## config.mk

```make
export PLATFORM = sky130hd
export DESIGN_NAME = pixel_sequencer
export DESIGN_NICKNAME = d
export VERILOG_FILES = /design/src/rtl/pixel_sequencer.sv
export SDC_FILE = /design/constraint.sdc
export NUM_CORES = 1
export LEC_CHECK = 0
export CORE_MARGIN = 4
export CORE_UTILIZATION = 47
export CTS_CLUSTER_SIZE = 30
export DETAILED_ROUTE_END_ITERATION = 8
export GPL_ROUTABILITY_DRIVEN = 0
export GPL_TIMING_DRIVEN = 1
export PLACE_DENSITY_LB_ADDON = 0.05
export REMOVE_ABC_BUFFERS = 1
export SYNTH_ARGS = -nofsm -noshare
export SYNTH_HDL_FRONTEND = slang
export SYNTH_SLANG_ARGS = --single-unit
```

## constraint.sdc

```tcl
create_clock -name aclk -period 3 [get_ports aclk]
set_clock_uncertainty 0.2 [all_clocks]
set_input_delay 0.45 -clock aclk [delete_from_list [all_inputs] [get_ports aclk]]
set_output_delay 0.45 -clock aclk [all_outputs]
set_load 0.02 [all_outputs]
```

## src/rtl/pixel_sequencer.sv

```systemverilog
// Raster pixel coordinate generator with valid/ready handshake, single-shot or continuous frames.
// Optional frame counter is built only when SEQ_FRAME_CNT_EN is defined; otherwise frame_cnt is tied to 0.
module pixel_sequencer #(
  parameter int WIDTH  = 640,
  parameter int HEIGHT = 480,
  parameter int CW     = 12
) (
  input  logic          aclk,
  input  logic          aresetn,
  input  logic          start,
  input  logic          cont,
  input  logic          stop,
  output logic [CW-1:0] x,
  output logic [CW-1:0] y,
  output logic          valid,
  input  logic          ready,
  output logic          sof,
  output logic          eol,
  output logic          busy,
  output logic          done,
  output logic [15:0]   frame_cnt
);

  generate
    if ((WIDTH % 4) != 0 || WIDTH < 4) begin : g_bad_width
      $error("pixel_sequencer: WIDTH must be a multiple of 4 and at least 4");
    end
    if (HEIGHT < 1) begin : g_bad_height
      $error("pixel_sequencer: HEIGHT must be at least 1");
    end
    if ((2 ** CW) <= WIDTH || (2 ** CW) <= HEIGHT) begin : g_bad_cw
      $error("pixel_sequencer: CW too narrow for WIDTH/HEIGHT");
    end
  endgenerate

  localparam logic [CW-1:0] X_LAST = CW'(WIDTH - 1);
  localparam logic [CW-1:0] Y_LAST = CW'(HEIGHT - 1);

  typedef enum logic {
    IDLE = 1'b0,
    RUN  = 1'b1
  } state_t;

  state_t        state_q, state_d;
  logic [CW-1:0] x_q, x_d;
  logic [CW-1:0] y_q, y_d;
  logic          stop_pend_q, stop_pend_d;
  logic          done_q, done_d;

  logic xfer;
  logic x_last;
  logic y_last;
  logic final_xfer;
  logic end_run;

  assign xfer       = (state_q == RUN) && ready;
  assign x_last     = (x_q == X_LAST);
  assign y_last     = (y_q == Y_LAST);
  assign final_xfer = xfer && x_last && y_last;
  // A stop arriving on the very cycle of the final transfer still ends this frame.
  assign end_run    = !cont || stop_pend_q || stop;

  always_comb begin
    state_d     = state_q;
    x_d         = x_q;
    y_d         = y_q;
    stop_pend_d = stop_pend_q;
    done_d      = 1'b0;
    case (state_q)
      IDLE: begin
        stop_pend_d = 1'b0;
        if (start) begin
          state_d = RUN;
          x_d     = '0;
          y_d     = '0;
        end
      end
      RUN: begin
        if (stop) stop_pend_d = 1'b1;
        if (xfer) begin
          if (!x_last) begin
            x_d = x_q + CW'(1);
          end else begin
            x_d = '0;
            if (!y_last) begin
              y_d = y_q + CW'(1);
            end else begin
              y_d = '0;
              if (end_run) begin
                state_d     = IDLE;
                done_d      = 1'b1;
                stop_pend_d = 1'b0;
              end
            end
          end
        end
      end
      default: state_d = IDLE;
    endcase
  end

  always_ff @(posedge aclk or negedge aresetn) begin
    if (!aresetn) begin
      state_q     <= IDLE;
      x_q         <= '0;
      y_q         <= '0;
      stop_pend_q <= 1'b0;
      done_q      <= 1'b0;
    end else begin
      state_q     <= state_d;
      x_q         <= x_d;
      y_q         <= y_d;
      stop_pend_q <= stop_pend_d;
      done_q      <= done_d;
    end
  end

`ifdef SEQ_FRAME_CNT_EN
  logic [15:0] frame_cnt_q, frame_cnt_d;

  assign frame_cnt_d = final_xfer ? (frame_cnt_q + 16'd1) : frame_cnt_q;

  always_ff @(posedge aclk or negedge aresetn) begin
    if (!aresetn) frame_cnt_q <= 16'd0;
    else          frame_cnt_q <= frame_cnt_d;
  end

  assign frame_cnt = frame_cnt_q;
`else
  assign frame_cnt = 16'd0;
`endif

  assign valid = (state_q == RUN);
  assign busy  = (state_q == RUN);
  assign x     = x_q;
  assign y     = y_q;
  assign sof   = valid && (x_q == '0) && (y_q == '0);
  assign eol   = valid && x_last;
  assign done  = done_q;

endmodule
```

* After elaboration in Yosys (flattened, before gate mapping) *
Cells that the tools add are included.

word-level totals
  logic and storage cells = 49
  bits in read-only memories = 0
  output and inout bits = 45
  latch bits = 0
  flip-flop bits (word level) = 27
  RAM bits = 0
  memories kept = 0
  bits of input ports = 6

operators by class
  bitwise operators = 1
  order comparisons = 0
  shift-type cells = 0
  multiplexer cells = 25
  reduce and logical (&&, ||, !) cells = 11
  equal/unequal tests = 5
  $add $sub $neg = 2
  multipliers = 0
  divide/modulo/power cells = 0

operator list
  cell                   number
  $mux 12                6
  $pmux 12 s2            2
  $add 12x1->12 const B  2
  $logic_not 12->1       2
  $mux 1                 15
  $eq 12x10->1 const B   1
  $eq 12x9->1 const B    1
  $logic_and 1x1->1      4
  $ne 2x1->1 const B     2
  $pmux 1 s2             2
  $reduce_and 3->1       1
  $logic_or 1x1->1       2
  $ne 2x2->1 const B     1
  $reduce_and 2->1       1
  $logic_not 1->1        1
  $not 1->1              1

* Depth between registers and ports, before layout *
  depth in word-level cells = 8
  depth in mapped cells = 6
  depth with buffers taken out = 5

* Worst setup path before layout *
OpenSTA, ideal clock, no wires.

  kind = register -> output
  start point = register x_q[0], in the netlist x[0]
  end point = output eol
  slack = 0.785 ns
  arrival time = 1.565 ns
  cell stages (with the launch flop) = 6
  required time = 2.350 ns
  buffers on the path = 1
  cell sequence = dfrtp_1 > ha_1 > and2_1 > clkbuf_1 > nand4_1 > nor2_1

between the ends
  word-level cells in the longest chain between the ends = 2

RTL lines
  what                    line  RTL
  start, declared         45    logic [CW-1:0] x_q, x_d;
  start signal, assigned  105   x_q <= '0;
  start signal, assigned  111   x_q <= x_d;
  $eq 12x10->1            57    assign x_last = (x_q == X_LAST);
  $logic_and 1x1->1       138   assign eol = valid && x_last;
  end, declared           18    output logic eol,

Every way passes these cells.

* Final worst setup path *
Same ends and word-level chain as after synthesis.

==> out/results.ini <==
[global_route]
grt_usage_pct = 19.3
grt_first_pass_wirelength_mm = 6.95
top_usage_layer = met2
grt_max_degree = 28
grt_overflow = 0
grt.met2_usage_pct = 30.3
antenna_found_initial = 0
grt_util_met1_pct = 27.6
met3_usage_pct = 2.76
grt_pass1_vias = 1428

[power_and_ir_drop]
peakVddDrop_mv = 0.343
power_density_nw_per_um2 = 519
p_leak_nw = 0.923

[placed_design]
hpwlAfterDp_mm = 3.17
dp_cells = 266
io_buffers = 34
place_ws_ps = 317

[critical_path]
arrival_ps = 2130
cp.required_ps = 2350
r2r_cells = 4
critPathLaunch = x[0]
timing.rr.start = y[5]
cp_max_fo = 6
critical_path_class = flop to primary output
cp-end-kind = primary output
startpoint_type = flop

[synthesis]
syn-cell-area_sq_um = 1730
synth.top_cell.area_share_pct = 39.1
synth-main-ff-cell = dfrtp_1
postSynthAreaPerCell_sq_um = 9.28
yosysWarnings = 0
synth.distinct_cells = 48
ys_ff_latch = 27
synth_top_area_cell = dfrtp_1
postSynthCellCount = 186
synthArstFlopShare_pct = 100
ys_top_cells_by_area = dfrtp_1 (39%), buf_4 (7.4%), nor2_1 (3.9%)
synth_edf_count = 0
yosysSeqAreaShare_pct = 39.1

[drt]
routed_wl_mm = 4.24
wl_per_cell_microns = 15.7
postRouteAntennaNets = 0
dr.pass1.iters = 4
drc = 0
drt-vias-per-instance = 5.70
drt-initial-drc-count = 138
dr_total_vias = 1540

[sta]
grt_setup_unrepaired = false
max_freq_mhz = 359
drv_slew = 0
fin_tns_setup_ps = 0
setup_violations = 0
hold_viol_final = 0
post-route-min-period_ps = 2780
fin_ws_ps = 217
finalCritPeriodShare_pct = 92.8

[finish]
syn2layout_area_growth_pct = 23.3
antennaDiodeCount = 0
fillCellCount = 298
final_cells = 270
drive_gt1_share_pct = 8.93
final_nets = 235

[cts]
cts_tree = done
clkLatencyLatePin_ps = 270
clkTransAtPathRegs_ps = 100
clockRootBuffer = clkbuf_8
clk_path_buf_depth = 2
cts_inserted_buffers = 3
hold_buffers = 0
htreeDepth = 1
numClockSinks = 27

[run_status]
status = completed

[floorplanning]
die_width_microns = 68.6
die-area_sq_um = 4710
initial_core_util_pct = 50.2
ios = 51
rows = 21
coreArea_sq_um = 3440
die_y_microns = 68.6

[flow_run]
maxCapViolCount = 0

[worst_hold_path]
holdCritPathClass = primary input to asynchronous set/reset pin

[final timing paths]
check,end,slack [ps]
setup / recovery,eol,220
hold / removal,x[6],330
setup reg to reg,y[5],780
hold reg to reg,y[9],400
max in group asynchronous,y[7],2020
min in group aclk,y[9],400
[layer usage]
layer | share of wire, % | wire [microns]
met5 | 0 | 0
met2 | 47 | 2000
met1 | 45 | 1890
met3 | 7.5 | 318
met4 | 0.64 | 27
[registers in the layout (all words and copies together) (netlist names)]
register,cells
x,12
y,12
busy,1
done,1
stop_pend_q,1
[worst max-delay path: stages (launching register included)]
cell and delay [ps]:
dfrtp_1 450, ha_1 210, and2_1 270, nand4_1 180, nor2_1 140, clkdlybuf4s50_1 610
[cell families (layout without fill, tap and decap cells)]
kind of cell | count (synthesis) | in the layout | synth area share (%)
other | 1 | 16 | 0.217
multiplexers | 3 | 3 | 1.88
XOR/XNOR | 7 | 7 | 3.55
AND/OR/NAND/NOR | 81 | 81 | 26.5
AO/OA/AOI/OAI | 31 | 31 | 15.0
flip-flops | 27 | 27 | 39.1
buffers and inverters | 32 | 55 | 10.8
adder cells (fa/ha/maj) | 4 | 4 | 2.90
[where the power goes]
| part | switching (mW) | leakage, nW | total (mW) | internal, mW |
|---|---|---|---|---|
| combinational | 0.195 | 0.576 | 0.370 | 0.174 |
| clock | 0.122 | 0.0255 | 0.215 | 0.0933 |
| sequential | 0.102 | 0.321 | 0.520 | 0.418 |
[cell usage after synthesis (all sizes together) (2+ instances only)]
library cell	n
a2111oi	2
a21oi	3
a221o	5
a22oi	3
and2	2
and3	9
and4	3
buf	19
clkbuf	2
dfrtp	27
ha	4
inv	10
mux2	2
nand2	14
nand3	8
nand4	8
nor2	19
nor3	2
nor4	7
o21ai	4
o22ai	2
o2bb2ai	3
or3	5
or4	2
xnor2	4
xor2	3
[through the flow]
stage | util (%) | cell area [sq um] | hold slack, ps | power [mW]
global route | 61.9 | 2130 | 371 | 1.17
finish | 61.9 | 2130 | 334 | 1.10
detailed placement | 60.5 | 2080 | 385 | 0.896
floorplan | - | 1640 | -45.6 | 0.713
global placement | 60.5 | 2080 | 371 | 0.886
CTS | 61.8 | 2130 | 349 | 1.11
[cells in the final DEF, fill, tap and decap left out, types with 5 or more instances in the layout]
master and n:
nor2_1 18, a221o_1 5, inv_1 10, nor4_1 6, clkdlybuf4s50_1 33, conb_1 16, nand3_1 8, dfrtp_1 27
buf_4 6, nand2_1 14, nand4_1 7, and3_1 9
[timing repair]
action                                 in CTS  in global routing
endpoints found under the hold margin       0                  0
resized for setup                           0                  1
setup buffers                               0                  0
setup endpoints to repair                   0                  1
[layout make-up]
class	count	area [sq um]	area share, %
Clock buffer	3	41.3	1.94
Clock inverter	1	5.00	0.235
Inverter	11	41.3	1.94
Multi-Input combinational cell	142	921	43.2
Sequential cell	27	676	31.7
Tap cell	46	57.6	2.70
Timing Repair Buffer	40	388	18.2
Note: power is estimated with default switching activity, not from simulation.
